<file path="config.mk">
export PLATFORM = sky130hd
export DESIGN_NAME = ram_fifo_ctrl
export DESIGN_NICKNAME = d
export VERILOG_FILES = /design/src/rtl/ram_fifo_ctrl.sv
export SDC_FILE = /design/constraint.sdc
export NUM_CORES = 1
export LEC_CHECK = 0
export CORE_AREA = 2 2 57 59
export DETAILED_ROUTE_END_ITERATION = 12
export DIE_AREA = 0 0 59 61
export DONT_BUFFER_PORTS = 1
export PLACE_DENSITY_LB_ADDON = 0.2
export SKIP_LAST_GASP = 1
export SLEW_MARGIN = 20
export SYNTH_ARGS = -nofsm -noshare
export SYNTH_HDL_FRONTEND = slang
export SYNTH_SLANG_ARGS = --single-unit
</file>
<file path="constraint.sdc">
create_clock -name clk -period 7.3 [get_ports clk]
set_input_delay 1.095 -clock clk [delete_from_list [all_inputs] [get_ports clk]]
set_output_delay 1.095 -clock clk [all_outputs]
set_load 0.02 [all_outputs]
</file>
<file path="src/rtl/ram_fifo_ctrl.sv">
// Single-clock FIFO controller that drives an external registered-read RAM.
// Define RAM_FIFO_ERR_EN to build the sticky overflow/underflow flags.
module ram_fifo_ctrl #(
  parameter int DATA_WIDTH = 16,
  parameter int DATA_DEPTH = 8,
  parameter int DATA_ADDR  = 3
) (
  input  logic                  clk,
  input  logic                  clear,
  input  logic                  push,
  input  logic [DATA_WIDTH-1:0] push_data,
  input  logic                  pop,
  input  logic                  flush,
  output logic                  ram_we,
  output logic                  ram_re,
  output logic [DATA_ADDR-1:0]  ram_wr_addr,
  output logic [DATA_ADDR-1:0]  ram_rd_addr,
  output logic [DATA_WIDTH-1:0] ram_d_in,
  input  logic [DATA_WIDTH-1:0] ram_d_out,
  output logic                  ram_clear,
  output logic [DATA_WIDTH-1:0] pop_data,
  output logic                  pop_valid,
  output logic                  full,
  output logic                  empty,
  output logic [DATA_ADDR:0]    count,
  output logic                  overflow,
  output logic                  underflow
);

  localparam logic [DATA_ADDR-1:0] LAST_ADDR  = DATA_ADDR'(DATA_DEPTH - 1);
  localparam logic [DATA_ADDR-1:0] PTR_ONE    = DATA_ADDR'(1);
  localparam logic [DATA_ADDR:0]   FULL_COUNT = (DATA_ADDR + 1)'(DATA_DEPTH);
  localparam logic [DATA_ADDR:0]   COUNT_ONE  = (DATA_ADDR + 1)'(1);

  logic [DATA_ADDR-1:0] wr_ptr;
  logic [DATA_ADDR-1:0] rd_ptr;
  logic                 push_ok;
  logic                 pop_ok;

  assign full  = (count == FULL_COUNT);
  assign empty = (count == '0);

  // Acceptance is gated by the registered status, so an empty FIFO never falls through.
  assign push_ok = push & ~full  & ~flush & ~clear;
  assign pop_ok  = pop  & ~empty & ~flush & ~clear;

  assign ram_we      = push_ok;
  assign ram_re      = pop_ok;
  assign ram_wr_addr = wr_ptr;
  assign ram_rd_addr = rd_ptr;
  assign ram_d_in    = push_data;
  assign ram_clear   = clear;
  assign pop_data    = ram_d_out;

  always_ff @(posedge clk or posedge clear) begin
    if (clear) begin
      wr_ptr    <= '0;
      rd_ptr    <= '0;
      count     <= '0;
      pop_valid <= 1'b0;
    end else if (flush) begin
      wr_ptr    <= '0;
      rd_ptr    <= '0;
      count     <= '0;
      pop_valid <= 1'b0;
    end else begin
      pop_valid <= pop_ok;
      if (push_ok) wr_ptr <= (wr_ptr == LAST_ADDR) ? '0 : wr_ptr + PTR_ONE;
      if (pop_ok)  rd_ptr <= (rd_ptr == LAST_ADDR) ? '0 : rd_ptr + PTR_ONE;
      case ({push_ok, pop_ok})
        2'b10:   count <= count + COUNT_ONE;
        2'b01:   count <= count - COUNT_ONE;
        default: count <= count;
      endcase
    end
  end

`ifdef RAM_FIFO_ERR_EN
  // A pop on empty that coincides with a push is an ordinary rejection, not an underflow.
  always_ff @(posedge clk or posedge clear) begin
    if (clear) begin
      overflow  <= 1'b0;
      underflow <= 1'b0;
    end else if (flush) begin
      overflow  <= 1'b0;
      underflow <= 1'b0;
    end else begin
      if (push & full)          overflow  <= 1'b1;
      if (pop & empty & ~push)  underflow <= 1'b1;
    end
  end
`else
  assign overflow  = 1'b0;
  assign underflow = 1'b0;
`endif

endmodule

</file>
==> results of run 1 <==
==> metrics by stage <==
step / cell area (um2) / hold WS (ps) / utilization [%] / power [mW] / setup WS (ps)
4_1_cts: 779.5 / 667.9 / 26.40 / 0.1529 / 3992
5_1_grt: 779.5 / 709.8 / 26.40 / 0.1600 / 3810
6_report: 779.5 / 665.7 / 26.40 / 0.1499 / 4023
3_5_place_dp: 753.2 / 656.0 / 25.51 / 0.1109 / 3783
2_1_floorplan: 993.5 / 625.5 / - / 0.1345 / 4036
3_3_place_gp: 753.2 / 667.3 / 25.51 / 0.1107 / 3866
==> cells in the final DEF (no fill, tap or decap), drive strengths merged, types with 3 or more instances in the layout <==
cell    count
nand2       4
ha          6
a21oi       6
nor2       12
clkbuf      4
mux2i       5
dfrtp      11
and3        3
==> kinds of logic after synthesis <==
kind of cell    synth area share (%)
fa+ha+maj                      9.608
mux                            6.574
buf+inv                        29.20
flops                          27.81
compound gates                 10.24
xor+xnor                       1.770
simple gates                   14.41
other cells                   0.3789
==> state kept, by name, summed over array words and instances (netlist names) <==
| signal | count |
|---|---|
| ram_rd_addr | 3 |
| count | 4 |
| pop_valid | 1 |
| ram_wr_addr | 3 |
==> cell type report <==
cell class | instances | area [um2] | area share (%)
Multi-Input combinational cell | 57 | 429.2 | 55.06
Inverter | 2 | 7.507 | 0.9631
Sequential cell | 11 | 275.3 | 35.31
Clock buffer | 4 | 26.28 | 3.371
Tap cell | 33 | 41.29 | 5.297
==> routing by layer <==
metal	vias up	share of wire, %
li1	258	-
met1	264	41
met2	25	40
met3	22	11
met4	0	7.2
met5	-	0
==> power groups by stage <==
stage               clock network [mW]  logic, mW  registers [mW]
floorplan                            0     0.0590          0.0755
global placement                     0     0.0319          0.0788
detailed placement                   0     0.0318          0.0791
CTS                             0.0431     0.0319          0.0779
global route                    0.0465     0.0352          0.0784
finish                          0.0407     0.0315          0.0777
==> critical path: stages <==
cell	delay, ps
inv_1	370
and3_2	340
nor2b_1	370
==> worst min-delay path by stage <==
stage | startpoint | to | slack [ps]
after global routing | ram_rd_addr[1]$_DFFE_PP0P_ | ram_rd_addr[1]$_DFFE_PP0P_ | 710
after detailed placement | ram_rd_addr[1]$_DFFE_PP0P_ | ram_rd_addr[1]$_DFFE_PP0P_ | 660
final | ram_rd_addr[2]$_DFFE_PP0P_ | ram_rd_addr[2]$_DFFE_PP0P_ | 670
after global placement | ram_rd_addr[1]$_DFFE_PP0P_ | ram_rd_addr[1]$_DFFE_PP0P_ | 670
after floorplan | ram_rd_addr[1]$_DFFE_PP0P_ | ram_rd_addr[1]$_DFFE_PP0P_ | 630
after CTS | ram_rd_addr[1]$_DFFE_PP0P_ | ram_rd_addr[1]$_DFFE_PP0P_ | 670
==> impl_metrics.yaml, run 1 <==
worst_setup_path:
  r2r_cells: 8
  critPathCaptureType: "output port"
  cp-startpoint: "clear"
  crit_fanout: 14
  r2r_start: "count[0]$_DFFE_PP0P_"
  critPathKind: "in -> out"
  ff2ff_setup_slack_ps: 4280
  arrival_ps: 2180
  worstSetupStartpointType: "primary input"
  required_ps: 6200
  endpoint: "ram_we"
  r2r_end: "count[3]$_DFFE_PP0P_"
placement:
  dpl.hpwl_um: 1371
  port_buffers: 0
  dp.cells: 103
  gp_congestion: 0.7570
sta:
  skew_ps: 0.6688
  fmax_mhz: 305.1
  finalCritPeriodShare_pct: 44.89
  min_period_ps: 3277
  tns_ps: 0
  setup_viol: 0
  rsz0062_at_grt: "no"
  report.final.slew_viol_count: 0
  max-slew-margin-rel_pct: 40.55
  hold_viol_final: 0
  tightest_slew_ps: 883.6
detailed_routing:
  drc: 0
  wl_um: 1796
  post_drt_wl_per_cell_um: 16.79
  ant_nets: 0
  via_count: 569
  vias_per_cell: 5.318
  drt-initial-drc-count: 24
  dr.pass1.iters: 3
clock_network:
  htreeDepth: 1
  cts-root-buf: "clkbuf_4"
  cts_resized: 0
  clkLatencyLatePin_ps: 260
  hold_buffers: 0
  cts_setup_buffers: 0
  cts_tree: "done"
  clockBufferDepth: 2
  clkSinkCount: 11
  cts_buffers: 3
  clk_pin_slew_ps: 70
final_layout:
  drive_above_1_share_pct: 10.81
  final_nets: 119
  fillers: 335
  antenna_cells: 0
  layout.cells.non_filler: 107
  area_growth_syn_to_layout_pct: -21.24
synth:
  yosys-top-cells-count: "buf_4, nor2_1, dfrtp_1"
  syn_inst: 107
  ys.warnings.count: 0
  syn-cell-area_um2: 989.7
  synth_cell_type_count: 29
  ys_seq_elements: 11
  yosysMostFrequentCell: "buf_4"
  avgSynthCellArea_um2: 9.250
  synth_edf_count: 0
  yosysTopAreaCellShare_pct: 27.81
  synth_ff_type: "dfrtp_1"
  synthTopCellsByArea: "dfrtp_1, buf_4, ha_1"
  yosys.area.top_type: "dfrtp_1"
  async_reset_ff_share_pct: 100.0
  synth-seq-area-share_pct: 27.81
status:
  outcome: "complete, no violations"
power:
  powerDensity_mw_per_mm2: 192.3
  p_int_mw: 0.09897
  peakVddDrop_mv: 0.05238
  p_leak_nw: 0.3658
  power.switching_mw: 0.05092
  power.clock.fraction_pct: 27.1
  p_sw_share_pct: 33.97
  combPwrFrac_pct: 21.0
  seq_power_share_pct: 51.8
floorplan:
  dieHeight_um: 61
  die_area_mm2: 0.003599
  placementRows: 20
  fp.dieW_um: 59
  start_util_pct: 33.52
  core_area_mm2: 0.002953
  io_pins: 87
worst_hold_path:
  worst_hold_path.num_cells: 2
  min_path_type: "reg -> reg"
grt:
  met1_usage_pct: 12.13
  use_met3_pct: 3.625
  grt_pass1_wl_um: 2635
  busiest_layer: "met2"
  antenna_found_initial: 0
  grt.total_usage_pct: 9.938
  grt_pass1_vias: 556
  grt_max_degree: 16
  met2_usage_pct: 13.17
  grt_overflow_total: 0
flow_run:
  cap_violations: 0
Note: power is estimated with default switching activity, not from simulation.
==> inputs of run 2 (changes only) <==
- clock period: 7.3 -> 2.7 ns (I/O delays scaled with it)
==> run 2 against run 1 <==
Effect of this change:
- register-to-register slack got worse by 4200 ps
- power rose to 2.9 times the previous value
- flip-flop and latch count is the same
- sequential share of layout area fell by 2.8 points
- sequential power is 140% higher
- clock skew increased by 1.4 ps
- cell area grew 8.5%
- setup slack worse by 3900 ps
==> impl_metrics.yaml, run 2 (synthesis results as in run 1) <==
worst_setup_path:
  worstSetupStartpointType: "register"
  r2r_start: "count[2]$_DFFE_PP0P_"
  critPathCaptureType: "register"
  endpoint: "count[3]$_DFFE_PP0P_"
  slowest_stage: "or4b_4"
  arrival_ps: 2730
  ff2ff_setup_slack_ps: 130
  crit_family: "compound AO/OA/AOI/OAI gates"
  crit_cells: 7
  required_ps: 2860
  cp-startpoint: "count[2]$_DFFE_PP0P_"
  cp_common_cell: "a21oi_1"
  path_cells: "or4b_4 > a211oi_2 > ha_1 > a21oi_1 > a21oi_1 > a22o_1 > mux2_4"
  r2r_end: "count[3]$_DFFE_PP0P_"
  crit_fanout: 5
  critPathKind: "reg -> reg"
  slowest_delay_ps: 580
  r2r_cells: 7
  crit_buf_inv: 0
placement:
  port_buffers: 0
  dp.cells: 111
  gp_congestion: 0.6801
  postPlaceCellArea_um2: 818.3
  dpl.hpwl_um: 1436
power:
  total_power_mw: 0.4353
  powerDensity_mw_per_mm2: 514.7
  peakVddDrop_mv: 0.1184
  p_leak_nw: 0.4085
final_layout:
  layout.cells.non_filler: 115
  final_common_cell: "nor2_1"
  final_nets: 127
  final_area_um2: 845.8
  area_growth_syn_to_layout_pct: -14.54
  fillers: 311
  largest-register: "count"
  largest_reg_flops: 4
  final_cell_mix: "nor2_1, dfrtp_1, buf_4, a21oi_1, ha_1"
  drive_above_1_share_pct: 21.95
  antenna_cells: 0
floorplan:
  io_pins: 87
  fp.dieW_um: 59
  core_area_mm2: 0.002953
  dieHeight_um: 61
  die_area_mm2: 0.003599
  placementRows: 20
  start_util_pct: 33.52
worst_hold_path:
  min_path_type: "in -> async"
grt:
  grt_max_degree: 16
  antenna_found_initial: 0
  grt_pass1_wl_um: 2732
  grt_overflow_total: 0
  grt.total_usage_pct: 10.37
  grt_pass1_vias: 588
sta:
  setup_viol: 0
  skew_ps: 2.119
  report.final.slew_viol_count: 0
  hold_viol_final: 0
  min_period_ps: 2573
  finalCritPeriodShare_pct: 95.30
  hold_slack_ps: 31.23
  fmax_mhz: 388.6
  rsz0062_at_grt: "no"
  tns_ps: 0
clock_network:
  cts_resized: 0
  clkSinkCount: 11
  htreeDepth: 1
  cts_tree: "done"
  clk_pin_slew_ps: 80
  clkLatencyLatePin_ps: 270
  hold_buffers: 0
  cts_setup_buffers: 0
  cts_buffers: 3
  clockBufferDepth: 2
  cts-root-buf: "clkbuf_4"
detailed_routing:
  dr.pass1.iters: 4
  vias_per_cell: 5.470
  post_drt_wl_per_cell_um: 15.86
  via_count: 629
  wl_um: 1824
  drt-initial-drc-count: 7
  drc: 0
  ant_nets: 0
flow_run:
  cap_violations: 0
status:
  outcome: "complete, no violations"
==> run 2: cell types whose count changed in the layout (fill, tap and decap cells not counted) <==
cell / previous run / this run
a211oi_1: 2 / 1
a211oi_2: 0 / 1
buf_4: 0 / 8
clkbuf_1: 1 / 0
clkinv_2: 0 / 1
==> run 2: worst min-delay path by stage <==
stage | end | slack (ps) | depth (start not counted)
after floorplan | count[0]$_DFFE_PP0P_ | 280 | 1
after global placement | pop_valid$_DFF_PP0_ | 320 | 2
after detailed placement | ram_wr_addr[2]$_DFFE_PP0P_ | 330 | 2
after CTS | pop_valid$_DFF_PP0_ | 20 | 2
after global routing | pop_valid$_DFF_PP0_ | 30 | 2
final | pop_valid$_DFF_PP0_ | 30 | 2
==> run 2: stage by stage <==
step	setup WS (ps)	utilization [%]
global placement	188.7	27.71
detailed placement	152.7	27.71
finish	126.9	28.64
floorplan	41.76	-
global route	23.40	28.64
CTS	126.0	28.64
==> run 2: metal layers <==
metal	share of wire (%)	global-route usage (%)	wire length, um
met1	44	11.31	798
met2	42	15.40	768
met3	12	6.610	221
met4	2.0	5.844	36
met5	0	0	0
==> run 2: power by group <==
part	total (mW)	switching (mW)	internal [mW]
clock	0.115	0.0604	0.0549
sequential	0.190	0.0149	0.175
combinational	0.130	0.0741	0.0561
total	0.435	0.149	0.286
==> run 2: final cells by class <==
class	instances	area [um2]	share of cell area (%)
Clock buffer	3	22.52	2.663
Clock inverter	1	5.005	0.5917
Inverter	2	7.507	0.8876
Multi-Input combinational cell	57	434.2	51.33
Sequential cell	11	275.3	32.54
Tap cell	33	41.29	4.882
Timing Repair Buffer	8	60.06	7.101
